==> src/rtl/road_pkg.sv <==
// ----------------------------------------------------------------------------
// road_pkg
// Shared definitions for the scrolling-road blocks: fixed-point scale of
// speeds/positions, lane count, lane index type, spawner FSM states and a
// helper mapping a lane index to its left-edge X pixel.
// No ports.
// ----------------------------------------------------------------------------
package road_pkg;

    localparam int FIXED_POINT_MULTIPLIER = 64;
    localparam int NUM_LANES              = 4;

    typedef logic [1:0] lane_t;

    typedef enum logic {
        RUN = 1'b0,
        REQ = 1'b1
    } spawn_state_t;

    // Left-edge X pixel of a lane (11-bit signed screen coordinate).
    function automatic logic signed [10:0] lane_to_x(input lane_t lane,
                                                     input int    left_x,
                                                     input int    pitch);
        return 11'(left_x + int'(lane) * pitch);
    endfunction

endpackage

==> src/rtl/lane_lfsr.sv <==
// ----------------------------------------------------------------------------
// lane_lfsr
// Free-running 16-bit Galois LFSR (taps 16'hB400, shift right). Advances on
// every clock; only the asynchronous reset reloads the seed, so game restarts
// do not replay the same random sequence.
// Ports:
//   clk     in   system clock
//   resetN  in   asynchronous active-low reset
//   o_lfsr  out  current 16-bit state
// ----------------------------------------------------------------------------
module lane_lfsr #(
    parameter logic [15:0] SEED = 16'hACE1,
    parameter logic [15:0] TAPS = 16'hB400
) (
    input  logic        clk,
    input  logic        resetN,
    output logic [15:0] o_lfsr
);

    logic [15:0] r_lfsr;

    always_ff @(posedge clk or negedge resetN) begin
        if (!resetN)
            r_lfsr <= SEED;
        else
            r_lfsr <= {1'b0, r_lfsr[15:1]} ^ (r_lfsr[0] ? TAPS : 16'h0000);
    end

    assign o_lfsr = r_lfsr;

endmodule

==> src/rtl/obstacle_spawner.sv <==
// ----------------------------------------------------------------------------
// obstacle_spawner
// Integrates the per-frame scroll speed (px x FIXED_POINT_MULTIPLIER) into
// travelled distance and, every SPACING_PX road pixels, raises a spawn request
// with a pseudo-random lane and its X coordinate over a req/ack handshake.
//
// Ports:
//   clk, resetN         clock, asynchronous active-low reset
//   startOfFrame        one-cycle pulse per frame (Yspeed sampled here)
//   move_allow          game running; low freezes integration
//   restart_enable      synchronous restart (all state except the LFSR)
//   Yspeed[8:0]         scroll speed, px x 64 per frame
//   spawn_ack           mover accepted the current request
//   spawn_req           request pending
//   spawn_lane[1:0]     lane index, stable while spawn_req is high
//   spawn_x[10:0]       signed X of the lane left edge
//   distance_px[15:0]   total road pixels travelled (wraps)
//   missed_spawns[1:0]  spawn events dropped while busy (saturating)
//
// Build option: OBSTACLE_NO_REPEAT_EN -- when defined, a candidate lane equal
// to the previous latched lane is bumped to the next lane (mod 4).
// ----------------------------------------------------------------------------
module obstacle_spawner #(
    parameter int          SPACING_PX             = 160,
    parameter int          FIXED_POINT_MULTIPLIER = road_pkg::FIXED_POINT_MULTIPLIER,
    parameter int          ROAD_LEFT_X            = 200,
    parameter int          LANE_WIDTH             = 60,
    parameter logic [15:0] LFSR_SEED              = 16'hACE1
) (
    input  logic               clk,
    input  logic               resetN,
    input  logic               startOfFrame,
    input  logic               move_allow,
    input  logic               restart_enable,
    input  logic [8:0]         Yspeed,
    input  logic               spawn_ack,
    output logic               spawn_req,
    output logic [1:0]         spawn_lane,
    output logic signed [10:0] spawn_x,
    output logic [15:0]        distance_px,
    output logic [1:0]         missed_spawns
);

    import road_pkg::*;

    localparam int          FRAC   = $clog2(FIXED_POINT_MULTIPLIER);
    localparam int          TOT_W  = 16 + FRAC;
    localparam logic [16:0] THRESH = 17'(SPACING_PX * FIXED_POINT_MULTIPLIER);

    // ---------------- random source ----------------
    logic [15:0] w_lfsr;
    logic        w_unused_lfsr;

    lane_lfsr #(.SEED(LFSR_SEED)) u_lfsr (
        .clk    (clk),
        .resetN (resetN),
        .o_lfsr (w_lfsr)
    );

    assign w_unused_lfsr = ^w_lfsr[15:2];

    // ---------------- state ----------------
    spawn_state_t        r_state;
    logic [15:0]         r_acc;
    logic [TOT_W-1:0]    r_tot;
    logic                r_pend;
    logic                r_spawn_req;
    lane_t               r_lane;     // also serves as prev_lane (same reset, same update)
    logic signed [10:0]  r_spawn_x;
    logic [1:0]          r_missed;

    // ---------------- distance integration ----------------
    logic        w_adv;
    logic [16:0] w_sum;
    logic        w_cross;

    assign w_adv   = startOfFrame && move_allow;
    assign w_sum   = {1'b0, r_acc} + {8'b0, Yspeed};
    assign w_cross = w_adv && (w_sum >= THRESH);

    // ---------------- lane choice ----------------
    lane_t w_cand;
    lane_t w_lane;

    assign w_cand = lane_t'(w_lfsr[1:0]);
`ifdef OBSTACLE_NO_REPEAT_EN
    assign w_lane = (w_cand == r_lane) ? lane_t'(w_cand + 2'd1) : w_cand;
`else
    assign w_lane = w_cand;
`endif

    // ---------------- control FSM ----------------
    always_ff @(posedge clk or negedge resetN) begin
        if (!resetN) begin
            r_state     <= RUN;
            r_acc       <= '0;
            r_tot       <= '0;
            r_pend      <= 1'b0;
            r_spawn_req <= 1'b0;
            r_lane      <= '0;
            r_spawn_x   <= 11'(ROAD_LEFT_X);
            r_missed    <= '0;
        end else if (restart_enable) begin
            r_state     <= RUN;
            r_acc       <= '0;
            r_tot       <= '0;
            r_pend      <= 1'b0;
            r_spawn_req <= 1'b0;
            r_lane      <= '0;
            r_spawn_x   <= 11'(ROAD_LEFT_X);
            r_missed    <= '0;
        end else begin
            if (w_adv) begin
                // Keep the remainder past the threshold so spacing stays exact.
                r_acc <= w_cross ? 16'(w_sum - THRESH) : w_sum[15:0];
                r_tot <= r_tot + TOT_W'(Yspeed);
            end

            unique case (r_state)
                RUN: begin
                    if (r_pend || w_cross) begin
                        r_state     <= REQ;
                        r_spawn_req <= 1'b1;
                        r_lane      <= w_lane;
                        r_spawn_x   <= lane_to_x(w_lane, ROAD_LEFT_X, LANE_WIDTH);
                        // A crossing landing on the pend-consume cycle refills pend.
                        r_pend      <= r_pend && w_cross;
                    end
                end
                REQ: begin
                    if (spawn_ack) begin
                        r_state     <= RUN;
                        r_spawn_req <= 1'b0;
                        if (w_cross)
                            r_pend <= 1'b1;
                    end else if (w_cross && (r_missed != 2'd3)) begin
                        r_missed <= r_missed + 2'd1;
                    end
                end
                default: begin
                    r_state     <= RUN;
                    r_spawn_req <= 1'b0;
                end
            endcase
        end
    end

    assign spawn_req     = r_spawn_req;
    assign spawn_lane    = r_lane;
    assign spawn_x       = r_spawn_x;
    assign distance_px   = r_tot[FRAC +: 16];
    assign missed_spawns = r_missed;

endmodule

==> config.mk <==
export PLATFORM = sky130hd
export DESIGN_NAME = obstacle_spawner
export DESIGN_NICKNAME = d
export VERILOG_FILES = /design/src/rtl/road_pkg.sv /design/src/rtl/lane_lfsr.sv /design/src/rtl/obstacle_spawner.sv
export SDC_FILE = /design/constraint.sdc
export NUM_CORES = 1
export LEC_CHECK = 0
export BUFFER_PORTS_ARGS = -buffer_cell sky130_fd_sc_hd__buf_4
export CORE_ASPECT_RATIO = 0.8
export CORE_MARGIN = 1.5
export CORE_UTILIZATION = 53
export DETAILED_ROUTE_END_ITERATION = 10
export GPL_TIMING_DRIVEN = 0
export PLACE_DENSITY = 0.86
export SYNTH_ARGS = -nofsm -noshare
export SYNTH_HDL_FRONTEND = slang
export SYNTH_SLANG_ARGS = --single-unit
==> constraint.sdc <==
create_clock -name clk -period 3.51 [get_ports clk]
set_clock_uncertainty 0.15 [all_clocks]
set_input_delay 0.351 -clock clk [delete_from_list [all_inputs] [get_ports clk]]
set_output_delay 0.351 -clock clk [all_outputs]
set_load 0.01 [all_outputs]
Word-level counts from Yosys, hierarchy flattened:

Index checks and enable logic that the tools add are counted.

* memory bits (writable): 0
* logic and storage cells: 66
* output and inout port bits: 32
* memories: 0
* bits in read-only memories: 0
* latch bits: 0
* register bits after elaboration: 72

* shift-type cells: 0
* equal/unequal tests: 6
* div/mod/pow operators: 0
* reduce and logical (&&, ||, !) cells: 13
* add/subtract/negate cells: 5
* multiply operators: 1
* muxes and demuxes: 29
* bitwise gates (word level): 2
* order comparisons: 1

Operators with widths (number)
* $mux 16: 4
* $mux 22: 2
* $mux 11: 3
* $add 22x9->22: 1
* $add 16x9->17: 1
* $ge 17x14->1 const B: 1
* $sub 16x14->16 const B: 1
* $xor 15x16->16: 1
* $mux 2: 7
* $mux 1: 10
* $add 8x8->9 const A: 1
* $reduce_bool 2->1: 4
* $mul 2x4->6 const B: 1
* $ne 2x2->1 const B: 3
* $ne 3x3->1 const B: 2
* $pmux 1 s2: 3
* $reduce_and 3->1: 2
* $logic_and 1x1->1: 4
* $reduce_and 2->1: 2
* $ne 3x2->1 const B: 1
* $add 2x1->2 const B: 1
* $logic_or 1x1->1: 1
* $not 1->1: 1

Logic depth before layout (Yosys ltp):

Gate-level depths: netlist (run 1).

* word-level depth: 8
* depth in mapped cells: 12

Hierarchy:

From an unflattened synthesis (run 1), not the netlist that was laid out.

* cells, all modules: 439
* area, all modules: 4068.9 µm²

Modules (own cells, without submodules)
* obstacle_spawner: sequential area each 1255.0 µm², area each 3632.2 µm², times used 1, cells each 420
* lane_lfsr: sequential area each 410.4 µm², area each 436.7 µm², times used 1, cells each 19

Least setup slack after synthesis (run 1):

No wires, ideal clock.

* path type: reg-to-reg
* from: register r_acc[0]
* to: register r_missed[0] (netlist: missed_spawns[0])
* library setup time: 0.128 ns
* setup slack: 0.109 ns
* clock period less this slack: 3.401 ns
* stages on the path, launching flop included: 13
* data arrival time: 3.123 ns
* path buffers: 0
* data required time: 3.232 ns
* path through: dfrtp_1 -> ha_1 -> fa_1 -> a211oi_1 -> o211ai_1 -> a21o_1 -> xor2_1 -> inv_1 -> ha_1 -> o22ai_2 -> nor2_1 -> a21oi_2 -> mux2_1

* cells in the longest elaborated chain, start to end: 6

Ends and longest elaborated chain
* from (decl): RTL line obstacle_spawner.sv:64 `logic [15:0] r_acc;`
* from (signal assigned): RTL line obstacle_spawner.sv:115 `r_acc <= w_cross ? 16'(w_sum - THRESH) : w_sum[15:0];`
* $add 16x9->17: RTL line obstacle_spawner.sv:78 `assign w_sum = {1'b0, r_acc} + {8'b0, Yspeed};`
* $ge 17x14->1: RTL line obstacle_spawner.sv:79 `assign w_cross = w_adv && (w_sum >= THRESH);`
* $logic_and 1x1->1: RTL line obstacle_spawner.sv:79
* $logic_and 1x1->1: RTL line obstacle_spawner.sv:136 `end else if (w_cross && (r_missed != 2'd3)) begin`
* $reduce_bool 2->1 (no line)
* $reduce_and 3->1 (no line)
* to (signal assigned): RTL line obstacle_spawner.sv:137 `r_missed <= r_missed + 2'd1;`
* to (decl): RTL line obstacle_spawner.sv:70 `logic [1:0] r_missed;`

Every way passes these cells.
A chain may end at the register's enable or synchronous reset.

Worst setup path in the final report (run 1):

* from: register r_acc[8]
* to: register r_spawn_x[8] (netlist: spawn_x[8])

* cells in the longest elaborated chain, start to end: 6

Ends and longest elaborated chain
* $add 16x9->17: RTL line obstacle_spawner.sv:78
* $ge 17x14->1: RTL line obstacle_spawner.sv:79
* $logic_and 1x1->1: RTL line obstacle_spawner.sv:79
* $logic_or 1x1->1: RTL line obstacle_spawner.sv:121 `if (r_pend || w_cross) begin`
* $reduce_bool 2->1 (no line)
* $reduce_and 2->1 (no line)
* to (signal assigned): RTL line obstacle_spawner.sv:101 `r_spawn_x <= 11'(ROAD_LEFT_X);`
* to (signal assigned): RTL line obstacle_spawner.sv:110 `r_spawn_x <= 11'(ROAD_LEFT_X);`
* to (signal assigned): RTL line obstacle_spawner.sv:125 `r_spawn_x <= lane_to_x(w_lane, ROAD_LEFT_X, LANE_WIDTH);`
* to (decl): RTL line obstacle_spawner.sv:69 `logic signed [10:0] r_spawn_x;`

Every way passes these cells.

==> qor.txt, run 1 <==
Inserted Clock Buffers = 9
Final Cell Area = 5001 µm²
R2R setup slack = 0.1 ns
Hold crit path type = in2reg
GRT Total Usage = 24.76%
Dpl hpwl = 6936 µm
Worst Hold Depth = 3
Outcome = completed
CP required = 3.60 ns
Worst path arrival time = 3.50 ns
Leakage = 2.276 nW
First-pass DRT Iterations = 4
Die Width = 102.2 µm
CTS tree = built
Worst-Margin Slew = 0.8401 ns
Top_reg_cell synth = dfrtp_1
Max FO, Critical Path = 10
Remaining global-route overflow = 0
Layout cells sized above 1 = 25.64%
Io pins = 47
Hold Path End = r_state
Vias in the first global route = 3231
Setup TNS Final = 0 ns
Syn_area_per_cell = 9.508 µm²
PwrDens = 376.1 nW/µm²
Drt wl/cell = 15.99 µm
P&R area growth vs syn = 19.81%
Area after DPL = 4624 µm²
IO buf count = 41
Commonest cells after routing, fill and taps aside = buf_4 (74), dfrtp_1 (55), nand2_1 (51), a21oi_1 (45), nor2_1 (25)
Height of the die = 82.38 µm
Root Driver = clkbuf_8
Most common cell after layout, fill and taps aside = buf_4
Drt via density = 5.607
Peak supply drop = 0.2660 mV
Final period utilization = 97.17%
Largest net degree at the start of global routing = 67
Die ar. = 8420 µm²
Post-synthesis register bit count = 66
Final Max Tran Viols = 0
Placed Cells = 588
Worst setup EP type = flop
Residual DRC = 0
Final setup fails = 0
Initial antenna violation count = 0
Clock-pin slew on the worst setup and hold paths = 0.08 ns
Worst R2R End = spawn_x[8]
Post-Syn Instances = 439
Drt total wl = 9847 µm
Routed vias = 3454
Max Cap Viol = 0
H-tree levels = 3
First-pass GRT wire length = 15870 µm
Finished Layout Cells = 616
Reg2Reg Depth = 12
Register area share after synthesis = 39.90%
Synth async-reset ratio = 100.0%
Reg-to-reg startpoint = r_acc[8]
Hold_sp = spawn_ack
Clock latency on the worst-skew pair = 0.35 ns
Core area = 7497 µm²
FMAX = 0.2932 GHz
Clock sinks = 66
Hold Worst Slack = 0.1515 ns
Number of flops mapped to enable cells by yosys = 0
# diodes = 0
Clock Tree Buf Depth = 2
Nets = 546
Pwr Total = 1.881 mW
Mapped Area = 4174 µm²
Antenna-violating nets left = 0
Rel. slew slack = 43.99%
YS warnings = 0
Row count = 28
Setup crit start kind = flop
Final Hold Vio Count = 0
Distinct cell type count after synthesis = 69
1st-iter DRT viols = 226
Post-route minimum period = 3.411 ns
Critical path type = reg2reg
Final GP Congestion = 0.8825
Starting density of the core = 55.67%
## flip-flops by register name (all words and copies together), names as in the netlist
name           flops
r_pend             1
spawn_x            5
spawn_req          1
spawn_lane         2
missed_spawns      2
r_tot             22
r_acc             16
u_lfsr.o_lfsr     16
r_state            1
## cells in the mapped netlist, drive strengths merged, types with 2 or more instances
cell type   n  share of area, %
a211oi      5               1.2
nor2b       9               1.3
dfstp      11               6.9
nand4       3              0.45
a221o       2              0.48
a21boi      7               1.3
nor3       10               1.2
or4b        2              0.57
nor2       27               2.6
xor2       11               2.3
a21o        9               1.6
inv        12               1.1
mux2        5               1.4
fa          2              0.96
buf        26               4.5
a21oi      48               6.2
clkbuf     10              0.90
o21bai      2              0.36
xnor2      16               3.4
dfrtp      55                33
or3         8               1.2
o211ai      3              0.87
nand2      51               4.6
o21ai      16               1.9
nand2b     11               1.6
ha         23               6.9
a211o       3              0.63
and3        9               1.5
o22ai       2              0.45
or2         4              0.66
nand3       8               1.1
mux2i       9               2.2
## worst max path at each step
| stage | slack (ns) | cells after the start | end | start |
|---|---|---|---|---|
| 6_report | 0.1 | 12 | spawn_x[8] | r_acc[8] |
| 5_1_grt | -0.05 | 12 | spawn_x[8] | r_acc[8] |
| 4_1_cts | 0.04 | 12 | spawn_x[8] | r_acc[0] |
| 3_5_place_dp | -0.43 | 13 | missed_spawns[0] | Yspeed[0] |
| 3_3_place_gp | -0.34 | 13 | missed_spawns[0] | Yspeed[0] |
| 2_1_floorplan | 0.11 | 12 | missed_spawns[0] | r_acc[0] |
## cell type report
class                      instances  area (µm²)
fill                             620        2496
sequential                        66        1665
tap                              105       131.4
timing repair buffer              53       400.4
inverter                          12       45.04
clock inverter                     6       115.1
multi-input combinational        328        2290
buffer                            36       226.5
clock buffer                      10       127.6
## where the power goes
group / internal, mW / switching [mW]
sequential: 0.778 / 0.0151
combinational: 0.122 / 0.175
clock: 0.475 / 0.317
## stage by stage
| step | util, % | setup WS (ns) |
|---|---|---|
| after detailed placement | 61.68 | -0.4301 |
| after CTS | 65.62 | 0.04046 |
| after floorplan | - | 0.1091 |
| after global placement | 61.68 | -0.3385 |
| after global routing | 66.71 | -0.04615 |
| final | 66.71 | 0.09932 |
## routing by layer
layer	track usage (%)	vias up	share of wire, %
li1	-	1650	-
met4	6.986	0	1.6
met3	5.471	17	5.0
met2	40.86	103	47
met1	33.08	1684	46
met5	0	-	0
## worst max-delay path, cell delays in order, from the launching register on
cell       delay (ns)
dfrtp_1          0.41
ha_1             0.33
buf_6            0.15
a21oi_1          0.23
o211ai_4         0.14
a32oi_1          0.32
xor2_1           0.38
ha_4             0.23
o22ai_4          0.10
a2111oi_4        0.32
buf_4            0.19
nor2_4           0.05
mux2_4           0.30
## repair_timing
action	4_1_cts	5_1_grt
buffers inserted	3	8
endpoints found under the hold margin	54	0
hold buffers	1	0
pin swaps	1	4
setup endpoints to repair	16	12
gates resized for setup	3	6
## cells by family after synthesis
group                    share of synthesized area [%]
buffers and inverters                            6.505
flip-flops                                       39.90
multiplexers                                     3.597
other                                          0.08984
AND/OR/NAND/NOR                                  18.14
adder cells (fa/ha/maj)                          7.854
AO/OA/AOI/OAI                                    18.26
XOR/XNOR                                         5.665
(Power assumes the default switching activity.)
==> inputs of run 2 (changes only) <==
CELL_PAD_IN_SITES_DETAIL_PLACEMENT = 1   (was default)
CELL_PAD_IN_SITES_GLOBAL_PLACEMENT = 1   (was default)
CORE_UTILIZATION = 41   (was 53)
PLACE_DENSITY = 0.87   (was 0.86)
SYNTH_HIERARCHICAL = 1   (was default)
==> qor.txt, run 2 <==
IO buf count = 42 (+2.4%)
Hold crit path type = in2async
CP required = 3.57 ns (-0.03 ns)
Hold Worst Slack = -0.02711 ns (-0.1786 ns)
Remaining global-route overflow = 0 (unchanged)
Drt via density = 5.624 (+0.30%)
FMAX = 0.2770 GHz (-5.5%)
Root Driver = clkbuf_16
Setup crit start kind = flop
Starting density of the core = 42.17% (-14 points)
Row count = 32 (+14%)
Yosys top cell area share = 33.83% (+0.85 points)
CP bufs+invs = 1 (-1)
Most common cell after layout, fill and taps aside = buf_4
First-pass GRT wire length = 20750 µm (+31%)
Final WS setup = -0.09983 ns (-0.1991 ns)
Failing checks = hold timing, setup timing
Slowest CP cell = dfrtp_1
Antenna-violating nets left = 0 (unchanged)
Top reg by flops = r_tot
Leakage = 2.496 nW (+9.7%)
Worst path arrival time = 3.67 ns (+0.17 ns)
Clock latency on the worst-skew pair = 0.34 ns (about the same)
Initial antenna violation count = 0 (unchanged)
Syn_area_per_cell = 9.269 µm² (-2.5%)
Reg2Reg Depth = 15 (+3)
Io pins = 47 (unchanged)
Top_reg_cell synth = dfrtp_1
Vias in the first global route = 3965 (+23%)
Distinct cell type count after synthesis = 55 (-20%)
Placed Cells = 620 (+5.4%)
YS warnings = 6 (+6)
Register Area = 1665 µm² (unchanged)
Outcome = finished, violations left
Die Width = 114.4 µm (+12%)
Die ar. = 10530 µm² (+25%)
CP peak stage delay = 0.39 ns (-0.02 ns)
PwrDens = 406.0 nW/µm² (+8.0%)
Residual DRC = 0 (unchanged)
Clock Tree Buf Depth = 2 (unchanged)
Critical path type = reg2reg
Crit path cell chain = ha_2, fa_2, a211oi_4, nor3_4, o21ai_2, nor2_1, xnor2_1, ha_2, nor2b_2, a211oi_4, nand3b_1, o21ai_2, buf_6, mux2i_1, nor2_1
Cell taking the most area after synthesis = dfrtp_1
Multi-input combinational cell area = 2330 µm² (+1.7%)
CTS tree = built
Synth async-reset ratio = 100.0% (unchanged)
1st-iter DRT viols = 172 (-24%)
Max FO, Critical Path = 5 (-5)
P&R area growth vs syn = 31.12%
Max Cap Viol = 0 (unchanged)
Register area share after synthesis = 40.93% (+1.0 points)
Worst setup EP type = flop
Clock-pin slew on the worst setup and hold paths = 0.05 ns (-0.03 ns)
RSZ-0062 raised after global routing = yes
Worst R2R End = spawn_x[5]
Peak supply drop = 0.3104 mV (+17%)
Final GP Congestion = 0.8991 (+1.9%)
Commonest cells after routing, fill and taps aside = buf_4 (91), dfrtp_1 (55), nand2_1 (49), a21oi_1 (44), nor2_1 (31)
First-pass DRT Iterations = 5 (+1)
Final period utilization = 102.8% (+5.7 points)
Ranking of synthesized cells by area = dfrtp_1 (34%), dfstp_2 (7.1%), ha_1 (7.1%)
Most instantiated cells after synthesis = dfrtp_1 (55), a21oi_1 (51), nand2_1 (50), nor2_1 (32), buf_4 (26)
Pre-CTS setup slack = -0.6018 ns (-0.1717 ns)
Core area = 9649 µm² (+29%)
Final setup fails = 7 (+7)
Post-Syn Instances = 439 (unchanged)
Fill cell count = 1115 (+80%)
Reg-to-reg startpoint = r_acc[0]
# diodes = 0 (unchanged)
Drt total wl = 13920 µm (+41%)
Layout cells sized above 1 = 32.70% (+7.1 points)
Inserted Clock Buffers = 9 (unchanged)
Post-route minimum period = 3.610 ns (+0.1991 ns)
Finished Layout Cells = 662 (+7.5%)
Crit-path leading delay family = compound AO/OA/AOI/OAI gates
Height of the die = 92.10 µm (+12%)
GRT Total Usage = 25.94% (+1.2 points)
Number of flops mapped to enable cells by yosys = 0 (unchanged)
Drt wl/cell = 21.03 µm (+32%)
Largest net degree at the start of global routing = 67 (unchanged)
Worst-Margin Slew = 0.8612 ns (+0.02110 ns)
Number of flip-flops in the largest register = 22 (unchanged)
H-tree levels = 3 (unchanged)
Rel. slew slack = 42.59% (-1.4 points)
Post-synthesis register bit count = 66 (unchanged)
Routed vias = 3723 (+7.8%)
Nets = 561 (+2.7%)
Most numerous cell in the Yosys netlist = dfrtp_1
R2R setup slack = -0.1 ns (-0.20 ns)
Hold Buf Count CTS = 0 (-1)
Mapped Area = 4069 µm² (-2.5%)
Core Util, Final = 55.29% (-11 points)
Final Max Tran Viols = 0 (unchanged)
Dpl hpwl = 8356 µm (+20%)
Clock sinks = 66 (unchanged)
Final Hold Vio Count = 33 (+33)
run 2: final cells by class:
type | instances | share of cell area, %
well taps | 136 | 3.189
plain buffers | 40 | 5.324
flip-flops and latches | 66 | 31.21
clock inverters | 7 | 1.759
multi-input cells | 321 | 43.67
clock buffers | 9 | 4.221
inverters | 15 | 1.055
repair buffers | 68 | 9.568
run 2: kinds of logic after synthesis:
logic type                 count (synthesis)  synth area share (%)
DFF                                       66                 40.93
buffers and inverters                     55                 7.780
adders and majority gates                 25                 8.057
muxes                                     10                 2.491
and+or+nand+nor                          137                 16.45
other                                      1               0.09216
AOI/OAI and AO/OA                        116                 17.96
xor gates and xnor gates                  29                 6.242
run 2: through the flow:
step / area [µm²] / total power [mW] / setup TNS, ns / hold WS (ns)
5_1_grt: 5335 / 2.237 / -1.832 / 0.04007
3_5_place_dp: 4577 / 1.107 / -7.156 / 0.1926
6_report: 5335 / 2.166 / -0.3778 / -0.02711
2_1_floorplan: 4091 / 1.006 / 0 / -0.09459
3_3_place_gp: 4577 / 1.085 / -4.955 / 0.1848
4_1_cts: 5129 / 2.114 / -0.1237 / 0.01132
run 2: worst max path at each step:
stage                     depth (start not counted)       from  slack, ns    endpoint
after CTS                                        14   r_acc[0]      -0.04     r_state
after global routing                             15   r_acc[0]      -0.21  spawn_x[5]
after global placement                           15  Yspeed[0]      -0.45     r_state
after detailed placement                         15  Yspeed[3]      -0.60     r_state
after floorplan                                  14   r_acc[0]      0.004     r_state
final                                            15   r_acc[0]       -0.1  spawn_x[5]
run 2: repair_timing:
| item | 4_1_cts | 5_1_grt |
|---|---|---|
| setup buffers | 14 | 11 |
| setup endpoints to repair | 17 | 19 |
| pin swaps | 17 | 18 |
| gates resized for setup | 27 | 23 |
| hold endpoints to repair | 0 | 0 |
| cloned | 0 | 1 |
run 2: metal layers:
metal / global-route usage, % / vias up / routed length (µm)
met5: 0 / - / 0
met4: 7.813 / 0 / 376
met3: 6.345 / 38 / 637
met2: 44.76 / 132 / 7154
met1: 32.00 / 1883 / 5753
li1: - / 1670 / -
run 2: worst reg2reg max path, cell delays in order, from the launching register on:
cell and delay [ns]:
dfrtp_1 0.39, ha_2 0.19, fa_2 0.39, a211oi_4 0.26, nor3_4 0.08, o21ai_2 0.17
nor2_1 0.09, xnor2_1 0.21, ha_2 0.26, nor2b_2 0.07, a211oi_4 0.31, nand3b_1 0.16
o21ai_2 0.24, buf_6 0.16, mux2i_1 0.25, nor2_1 0.08
run 2: report_power, final:
group	leakage [nW]	total, mW	internal [mW]	switching (mW)
Sequential	0.873	0.798	0.779	0.0186
Combinational	1.47	0.391	0.162	0.229
Clock	0.151	0.977	0.620	0.357
Total	2.50	2.17	1.56	0.605
